[config.mk]
export PLATFORM = sky130hd
export DESIGN_NAME = uart_recv_fifo
export DESIGN_NICKNAME = d
export VERILOG_FILES = /design/src/rtl/uart_pkg.sv /design/src/rtl/uart_sync_fifo.sv /design/src/rtl/uart_recv_fifo.sv
export SDC_FILE = /design/constraint.sdc
export NUM_CORES = 1
export LEC_CHECK = 0
export CAP_MARGIN = 20
export CELL_PAD_IN_SITES_DETAIL_PLACEMENT = 0
export CELL_PAD_IN_SITES_GLOBAL_PLACEMENT = 2
export CORE_MARGIN = 5
export CORE_UTILIZATION = 40
export CTS_CLUSTER_DIAMETER = 80
export CTS_CLUSTER_SIZE = 30
export DETAILED_ROUTE_END_ITERATION = 10
export PLACE_DENSITY_LB_ADDON = 0.1
export SETUP_SLACK_MARGIN = 0.15
export SLEW_MARGIN = 20
export SYNTH_ARGS = -nofsm -noshare
export SYNTH_HDL_FRONTEND = slang
export SYNTH_SLANG_ARGS = --single-unit
[constraint.sdc]
create_clock -name sys_clk -period 3.3 [get_ports sys_clk]
set_clock_uncertainty 0.2 [all_clocks]
set_input_delay 0.99 -clock sys_clk [delete_from_list [all_inputs] [get_ports sys_clk]]
set_output_delay 0.99 -clock sys_clk [all_outputs]
set_load 0.02 [all_outputs]
[src/rtl/uart_pkg.sv]
// Shared UART receiver/transmitter types and constants.
// The parity state exists only when UART_RECV_PARITY_EN is defined.
package uart_pkg;

    typedef enum logic [2:0] {
        StIdle,
        StStart,
        StData,
`ifdef UART_RECV_PARITY_EN
        StParity,
`endif
        StStop,
        StWaitHigh
    } uart_state_e;

    localparam logic PAR_EVEN = 1'b0;
    localparam logic PAR_ODD  = 1'b1;

    // Parity bit that makes the frame even (odd = 0) or odd (odd = 1).
    function automatic logic parity_bit(input logic [7:0] data, input logic odd);
        return (^data) ^ odd;
    endfunction

endpackage

[src/rtl/uart_sync_fifo.sv]
// Synchronous show-ahead FIFO with occupancy count; a push while full
// is accepted only when a pop happens in the same cycle.
module uart_sync_fifo #(
    parameter int unsigned WIDTH = 8,
    parameter int unsigned DEPTH = 4
) (
    input  logic                     sys_clk,
    input  logic                     sys_rst_n,
    input  logic                     push,
    input  logic [WIDTH-1:0]         wdata,
    input  logic                     pop,
    output logic [WIDTH-1:0]         rdata,
    output logic                     full,
    output logic                     empty,
    output logic [$clog2(DEPTH):0]   count
);

    localparam int unsigned AW = $clog2(DEPTH);
    localparam logic [AW:0] FULL_CNT = (AW+1)'(DEPTH);

    logic [WIDTH-1:0] mem_q [DEPTH];
    logic [AW-1:0]    wr_q, rd_q;
    logic [AW:0]      count_q;
    logic             do_push, do_pop;

    assign full    = (count_q == FULL_CNT);
    assign empty   = (count_q == '0);
    assign do_pop  = pop & ~empty;
    assign do_push = push & (~full | do_pop);
    assign rdata   = mem_q[rd_q];
    assign count   = count_q;

    always_ff @(posedge sys_clk or negedge sys_rst_n) begin
        if (!sys_rst_n) begin
            for (int i = 0; i < int'(DEPTH); i++) begin
                mem_q[i] <= '0;
            end
            wr_q    <= '0;
            rd_q    <= '0;
            count_q <= '0;
        end else begin
            if (do_push) begin
                mem_q[wr_q] <= wdata;
                wr_q        <= wr_q + 1'b1;
            end
            if (do_pop) begin
                rd_q <= rd_q + 1'b1;
            end
            case ({do_push, do_pop})
                2'b10:   count_q <= count_q + 1'b1;
                2'b01:   count_q <= count_q - 1'b1;
                default: count_q <= count_q;
            endcase
        end
    end

endmodule

[src/rtl/uart_recv_fifo.sv]
// UART receiver with 2-flop input synchroniser and receive FIFO.
// Define UART_RECV_PARITY_EN to add a parity bit check (PARITY_ODD selects odd).
module uart_recv_fifo
    import uart_pkg::*;
#(
    parameter int unsigned CLK_DIV    = 25,
    parameter int unsigned DATA_BITS  = 8,
    parameter int unsigned STOP_BITS  = 1,
    parameter int unsigned FIFO_DEPTH = 4
`ifdef UART_RECV_PARITY_EN
    ,
    parameter bit          PARITY_ODD = 1'b0
`endif
) (
    input  logic                          sys_clk,
    input  logic                          sys_rst_n,
    input  logic                          uart_rxd,
    output logic [DATA_BITS-1:0]          rx_data,
    output logic                          rx_valid,
    input  logic                          rx_ready,
    output logic [$clog2(FIFO_DEPTH):0]   rx_count,
    output logic                          rx_frame_err,
    output logic                          rx_parity_err,
    output logic                          rx_overrun
);

    localparam logic [7:0] TICK_HALF = 8'(CLK_DIV / 2);
    localparam logic [7:0] TICK_LAST = 8'(CLK_DIV - 1);
    localparam logic [2:0] DATA_LAST = 3'(DATA_BITS - 1);
    localparam logic [2:0] STOP_LAST = 3'(STOP_BITS - 1);

    logic [1:0]           sync_q;
    logic                 rxd_prev_q;
    logic                 rxd_s, fall;
    uart_state_e          state_q, state_d;
    logic [7:0]           timer_q, timer_d;
    logic [2:0]           bit_cnt_q, bit_cnt_d;
    logic [DATA_BITS-1:0] shift_q, shift_d;
    logic                 par_bad_q, par_bad_d;
    logic                 push, pop, fifo_full, fifo_empty;
    logic                 frame_err_d, frame_err_q, overrun_q;
`ifdef UART_RECV_PARITY_EN
    logic                 parity_err_d, parity_err_q;
`endif

    assign rxd_s = sync_q[1];
    assign fall  = rxd_prev_q & ~rxd_s;

    always_ff @(posedge sys_clk or negedge sys_rst_n) begin
        if (!sys_rst_n) begin
            sync_q       <= 2'b11;
            rxd_prev_q   <= 1'b1;
            state_q      <= StIdle;
            timer_q      <= '0;
            bit_cnt_q    <= '0;
            shift_q      <= '0;
            par_bad_q    <= 1'b0;
            frame_err_q  <= 1'b0;
            overrun_q    <= 1'b0;
`ifdef UART_RECV_PARITY_EN
            parity_err_q <= 1'b0;
`endif
        end else begin
            sync_q       <= {sync_q[0], uart_rxd};
            rxd_prev_q   <= rxd_s;
            state_q      <= state_d;
            timer_q      <= timer_d;
            bit_cnt_q    <= bit_cnt_d;
            shift_q      <= shift_d;
            par_bad_q    <= par_bad_d;
            frame_err_q  <= frame_err_d;
            overrun_q    <= push & fifo_full & ~pop;
`ifdef UART_RECV_PARITY_EN
            parity_err_q <= parity_err_d;
`endif
        end
    end

    always_comb begin
        state_d      = state_q;
        timer_d      = timer_q + 8'd1;
        bit_cnt_d    = bit_cnt_q;
        shift_d      = shift_q;
        par_bad_d    = par_bad_q;
        push         = 1'b0;
        frame_err_d  = 1'b0;
`ifdef UART_RECV_PARITY_EN
        parity_err_d = 1'b0;
`endif
        case (state_q)
            StIdle: begin
                timer_d   = '0;
                bit_cnt_d = '0;
                par_bad_d = 1'b0;
                if (fall) state_d = StStart;
            end
            StStart: begin
                if (timer_q == TICK_HALF) begin
                    timer_d = '0;
                    state_d = rxd_s ? StIdle : StData;
                end
            end
            StData: begin
                if (timer_q == TICK_LAST) begin
                    timer_d   = '0;
                    shift_d   = {rxd_s, shift_q[DATA_BITS-1:1]};
                    bit_cnt_d = bit_cnt_q + 3'd1;
                    if (bit_cnt_q == DATA_LAST) begin
                        bit_cnt_d = '0;
`ifdef UART_RECV_PARITY_EN
                        state_d   = StParity;
`else
                        state_d   = StStop;
`endif
                    end
                end
            end
`ifdef UART_RECV_PARITY_EN
            StParity: begin
                if (timer_q == TICK_LAST) begin
                    timer_d = '0;
                    state_d = StStop;
                    if (rxd_s != parity_bit(8'(shift_q), PARITY_ODD ? PAR_ODD : PAR_EVEN)) begin
                        parity_err_d = 1'b1;
                        par_bad_d    = 1'b1;
                    end
                end
            end
`endif
            StStop: begin
                if (timer_q == TICK_LAST) begin
                    timer_d   = '0;
                    bit_cnt_d = bit_cnt_q + 3'd1;
                    if (!rxd_s) begin
                        frame_err_d = 1'b1;
                        state_d     = StWaitHigh;
                    end else if (bit_cnt_q == STOP_LAST) begin
                        // Back to idle at mid-stop so the next start edge is not missed.
                        push    = ~par_bad_q;
                        state_d = StIdle;
                    end
                end
            end
            StWaitHigh: begin
                timer_d = '0;
                if (rxd_s) state_d = StIdle;
            end
            default: state_d = StIdle;
        endcase
    end

    assign rx_valid = ~fifo_empty;
    assign pop      = rx_valid & rx_ready;

    uart_sync_fifo #(
        .WIDTH (DATA_BITS),
        .DEPTH (FIFO_DEPTH)
    ) u_fifo (
        .sys_clk   (sys_clk),
        .sys_rst_n (sys_rst_n),
        .push      (push),
        .wdata     (shift_q),
        .pop       (pop),
        .rdata     (rx_data),
        .full      (fifo_full),
        .empty     (fifo_empty),
        .count     (rx_count)
    );

    assign rx_frame_err  = frame_err_q;
    assign rx_overrun    = overrun_q;
`ifdef UART_RECV_PARITY_EN
    assign rx_parity_err = parity_err_q;
`else
    assign rx_parity_err = 1'b0;
`endif

endmodule

# Yosys cells after proc, flatten, opt, wreduce, memory -nomap -nowiden
# Index checks and enable logic that the tools add are counted.
[totals]
output_inout_bits = 15
wordCells = 96
in_bits = 4
reg_bits = 66
[op_classes]
n_eq_ne = 17
mux = 31
n_addsub = 6
n_reduce_logical = 11
order_cmp = 3
n_bitwise = 13
[ops]
columns = ["op", "n"]
rows = [
  ["8-bit 2-to-1 mux", 5],
  ["3-bit 2-to-1 mux", 11],
  ["32-bit bitwise mux", 1],
  ["8-bit one-hot mux with 3 select lines", 1],
  ["8-bit binary-select mux with 2-bit select", 1],
  ["8-bit demux with 2-bit select", 1],
  ["3-bit one-hot mux with 5 select lines", 1],
  ["2-bit != test (second input constant)", 6],
  ["3-bit equality test (second input constant)", 3],
  ["3-bit zero test", 3],
  ["3-bit one-hot mux with 3 select lines", 1],
  ["8-bit by 1-bit adder with 8-bit output (second input constant)", 1],
  ["8-bit by 4-bit equality test with 1-bit output (second input constant)", 1],
  ["8-bit by 5-bit equality test with 1-bit output (second input constant)", 1],
  ["1-bit 2-to-1 mux", 7],
  ["7-bit AND reduction", 1],
  ["3-bit by 1-bit adder with 3-bit output (second input constant)", 2],
  ["1-bit bitwise AND", 6],
  ["3-bit by 2-bit equality test with 1-bit output (second input constant)", 2],
  ["3-bit >= comparator (second input constant)", 2],
  ["2-bit NOT with 3-bit output", 2],
  ["3-bit one-hot mux with 2 select lines", 1],
  ["2-bit by 1-bit adder with 2-bit output (second input constant)", 2],
  ["1-bit NOT", 4],
  ["other kinds (14)", 15],
]

# Longest topological paths before layout
[logic_depth]
ltp_word = 8
mapped_depth = 10
depth_no_buf = 10

# Modules after synthesis
# From an unflattened synthesis, not the netlist that was laid out.
[hier_totals]
hier_cells = 239
area_unflattened_um2 = 3190.6
[modules_own_cells]
columns = ["mod", "n_inst", "cells_each", "area_each_um2"]
rows = [
  ["uart_sync_fifo", 1, 115, 1801.7],
  ["uart_recv_fifo", 1, 124, 1388.8],
]

# Worst setup path before layout
# Ideal clock, no wire load.
[synth_path]
path_type = "in2reg"
startpoint = "input rx_ready"
endpoint = "register u_fifo.count_q[2] (netlist: u_fifo.count[2])"
t_arrival_ns = 2.528
setup_ns = 0.080
required_ns = 3.020
slack_ns = 0.493
path_buffers = 0
stages = 9
cell_sequence = "nor4b_1 > nor2_1 > nand4_1 > ha_1 > inv_1 > fa_1 > xor2_1 > nor2_1 > xor2_1"
[synth_via]
elab_chain_len = 6
elab_cells_between_ends = 8
classes_between = "2 x eq/ne; 1 x mux; 4 x bitwise; 1 x reduce/logical"
[synth_lines]
columns = ["item", "line_no", "text"]
rows = [
  ["start, declared", "uart_recv_fifo.sv:20", "input logic rx_ready,"],
  ["1-bit bitwise AND *", "uart_recv_fifo.sv:153", "assign pop = rx_valid & rx_ready;"],
  ["1-bit bitwise AND *", "uart_sync_fifo.sv:28", "assign do_pop = pop & ~empty;"],
  ["1-bit OR", "uart_sync_fifo.sv:29", "assign do_push = push & (~full | do_pop);"],
  ["1-bit bitwise AND", "uart_sync_fifo.sv:29", ""],
  ["2-bit by 1-bit equality test with 1-bit output / 2-bit equality test (equally long branches)", "uart_sync_fifo.sv:49", "case ({do_push, do_pop})"],
  ["3-bit one-hot mux with 2 select lines / 2-bit nonzero test (equally long branches)", "--", ""],
  ["end signal, assigned", "uart_sync_fifo.sv:50", "2'b10: count_q <= count_q + 1'b1;"],
  ["end signal, assigned", "uart_sync_fifo.sv:51", "2'b01: count_q <= count_q - 1'b1;"],
  ["end signal, assigned", "uart_sync_fifo.sv:52", "default: count_q <= count_q;"],
  ["end, declared", "uart_sync_fifo.sv:23", "logic [AW:0] count_q;"],
]
# Mark *: on every way between the ends. The rest lies on a longest branch, timed or not.
# A chain may end at the register's enable or synchronous reset.

# Worst setup path in the final report
# Ends and elaborated chain as after synthesis.

==> impl_metrics.toml <==
[outcome]
status = "finished, final reports clean"

[synth]
synth_cell_types = 43
syn_inst = 235
synthTopCellsByCount = "dfrtp_1 (63), mux2_2 (40), inv_1 (14)"
yosys.area.top_type_share = 0.506
synthSimpleGateAreaFrac = 0.107
synthMuxAreaShare = 0.206
synth_edf_count = 0
yosysMostFrequentCell = "dfrtp_1"
synth_nets = 250
ys_ff_latch = 66
ys_top_cells_by_area = "dfrtp_1 (51%), mux2_2 (14%), mux4_2 (5.8%)"
synth-main-ff-cell = "dfrtp_1"
syn-cell-area_mm2 = 0.00312
synthArstFlopShare = 1.00
yosys.area_share.adder = 0.0466
synth_top_family_by_area = "multiplexers"
yosysWarnings = 0
syn_area_per_cell_um2 = 13.3
synth_compound_area_frac = 0.0373
yosysTopAreaCell = "dfrtp_1"
synth_xor_area_frac = 0.0337
ys_seq_area_frac = 0.531

[worst_setup_path]
cp.arrival_ns = 3.01
path_delay_family = "simple AND/OR/NAND/NOR gates"
cp_cell_sequence = "clkdlybuf4s50_1 -> nor4b_1 -> nor2_1 -> nand4_1 -> ha_1 -> inv_1 -> fa_1 -> xor2_1 -> nor2_1 -> xor2_1"
r2r_slack_ns = 0.60
cp-start-kind = "input pin"
crit_path_top_delay_cell = "nor4b_1"
r2r_start = "timer_q[0]$_DFF_PN0_"
reg2reg_to = "u_fifo.mem_q[8]$_DFFE_PN0P_"
max_stage_delay_ns = 0.43
crit_fanout = 2
crit_type = "in2reg"
critPathBufInv = 2
r2r_cells = 7
end_kind = "register"
worstPathRequired_ns = 3.36

[grt]
gr-total-overflow = 0
gr-usage-all-layers = 0.133
grt_pass1_wl_um = 10100
grt_max_degree = 67
grt_pass1_vias = 1983
antenna_found_initial = 0

[clock_tree]
clkTransAtPathRegs_ns = 0.07
clock-sinks = 66
cts_root_buf = "clkbuf_8"
postCtsSetupBuffers = 0
cts_buffer_depth = 2
tritoncts = "yes"
cts_buffers = 9
htree_num_levels = 3
clock_latency_ns = 0.34

[floorplan]
boundaryPins = 19
dieArea_mm2 = 0.00966
rows = 32
start_util = 0.408
coreArea_mm2 = 0.00765
die_x_um = 98.3
die_y_um = 98.3

[drt]
firstDrtPassIters = 4
vias = 1891
ant_nets = 0
route.detailed.drc = 0
drtIter0Drc = 49
wl_per_cell_um = 15.5
vias_per_cell = 5.07
drt-total-wl_um = 5800

[timing]
drv_slew = 0
rsz0062_at_grt = "no"
layout_min_cycle_time_ns = 2.95
holdWs_ns = 0.157
hold_viol_final = 0
fin_ws_ns = 0.352
max_freq_mhz = 339
finalSetupViolCount = 0
period_share = 0.893

[cells_and_area]
fin_cells = 373
nNetsFinal = 281
num_antenna_cells = 0
drive_above_1_share = 0.321
fin_util = 0.487
design_area_mm2 = 0.00372
area_growth_pct = 19.4

[pwr]
p_int_mw = 1.59
p_per_area_mw_per_mm2 = 621
pwr-share-seq = 0.426
swShare = 0.313
p_leak_nw = 1.81
ir_worst_vdd_uv = 328
p_switching_mw = 0.723
clockPowerShare = 0.330
combPwrFrac = 0.244

[placement]
placed_cell_area_mm2 = 0.00349
place.gp.congestion = 0.762
placedCellCount = 357
dp_hpwl_um = 3870
portBuffers = 17
dp_worst_setup_slack_ns = -0.0597

[worst_hold_path]
hold_start = "sync_q[0]$_DFF_PN1_"
min_path_type = "reg2reg"
hold_depth = 0
holdPathEnd = "sync_q[1]$_DFF_PN1_"

[flow_run]
max_cap_viol_count = 0
layer usage:
layer  up-vias  wire length [um]  track usage
met5         -                 0            0
met4         0               134       0.0557
met3        11               185       0.0393
met2        25              2830        0.209
met1       957              2650        0.171
li1        898                 -            -
flip-flops by register name (all words and copies together) (netlist names):
| register | count |
|---|---|
| u_fifo.mem_q | 32 |
| rxd_prev_q | 1 |
| rx_overrun | 1 |
| rx_frame_err | 1 |
| timer_q | 8 |
| sync_q | 2 |
| bit_cnt_q | 3 |
| u_fifo.rd_q | 2 |
| state_q | 3 |
| u_fifo.count | 3 |
| shift_q | 8 |
| u_fifo.wr_q | 2 |
power groups by stage:
stage | Sequential, mW | Clock [mW] | Combinational [mW]
2_1_floorplan | 0.965 | 0 | 0.382
5_1_grt | 0.996 | 0.831 | 0.630
3_5_place_dp | 0.999 | 0 | 0.574
6_report | 0.985 | 0.764 | 0.564
4_1_cts | 0.984 | 0.794 | 0.576
3_3_place_gp | 0.999 | 0 | 0.578
worst max path at each step:
stage,slack (ns),to,from,cells past startpoint
after floorplan,0.49,u_fifo.count[2]$_DFFE_PN0P_,rx_ready,9
after global placement,0.08,u_fifo.count[2]$_DFFE_PN0P_,rx_ready,10
after CTS,0.15,rx_data[1],u_fifo.rd_q[0]$_DFFE_PN0P_,3
after detailed placement,-0.06,u_fifo.count[2]$_DFFE_PN0P_,rx_ready,10
final,0.35,u_fifo.count[2]$_DFFE_PN0P_,rx_ready,10
after global routing,0.16,u_fifo.count[2]$_DFFE_PN0P_,rx_ready,10
cell families (layout without fill, tap and decap cells):
logic type,count (synthesis),count (layout)
other cells,1,1
simple gates,55,55
mux,49,49
buf+inv,24,60
fa+ha+maj,11,11
xor+xnor,12,12
compound gates,17,17
flops,66,66
stage by stage:
| step | power [mW] | setup TNS, ns |
|---|---|---|
| 2_1_floorplan | 1.35 | 0 |
| 3_3_place_gp | 1.58 | 0 |
| 3_5_place_dp | 1.57 | -0.0597 |
| 4_1_cts | 2.35 | 0 |
| 5_1_grt | 2.46 | 0 |
| 6_report | 2.31 | 0 |
worst reg2reg max path, stage by stage (launching register included):
cell     delay (ns)
dfrtp_1        0.43
inv_1          0.08
ha_1           0.16
or4b_4         0.53
nor4_2         0.46
and3_1         0.24
buf_4          0.16
mux2_2         0.34
cell type report:
class                           instances  area, um^2
Tap cell                              102         128
Timing Repair Buffer                   30         314
Inverter                               14        52.6
Multi-Input combinational cell        145        1350
Sequential cell                        66        1660
Clock inverter                          6        88.8
Fill cell                             697        3930
Clock buffer                           10         138
layout by cell type, fill, tap and decap left out, types with 8 or more instances in the layout:
| cell type | instances |
|---|---|
| clkdlybuf4s50_1 | 8 |
| mux4_2 | 8 |
| dfrtp_1 | 62 |
| xor2_1 | 8 |
| ha_1 | 10 |
| inv_1 | 14 |
| buf_4 | 9 |
| clkbuf_8 | 10 |
| mux2_2 | 40 |
| nand2_1 | 11 |
| nor2_1 | 12 |
repair_timing:
item | 4_1_cts | 5_1_grt
hold buffers | 0 | 0
gates resized for setup | 6 | 3
endpoints found under the setup margin | 6 | 3
pin swaps | 0 | 0
Power figures use the tool's default switching activity.
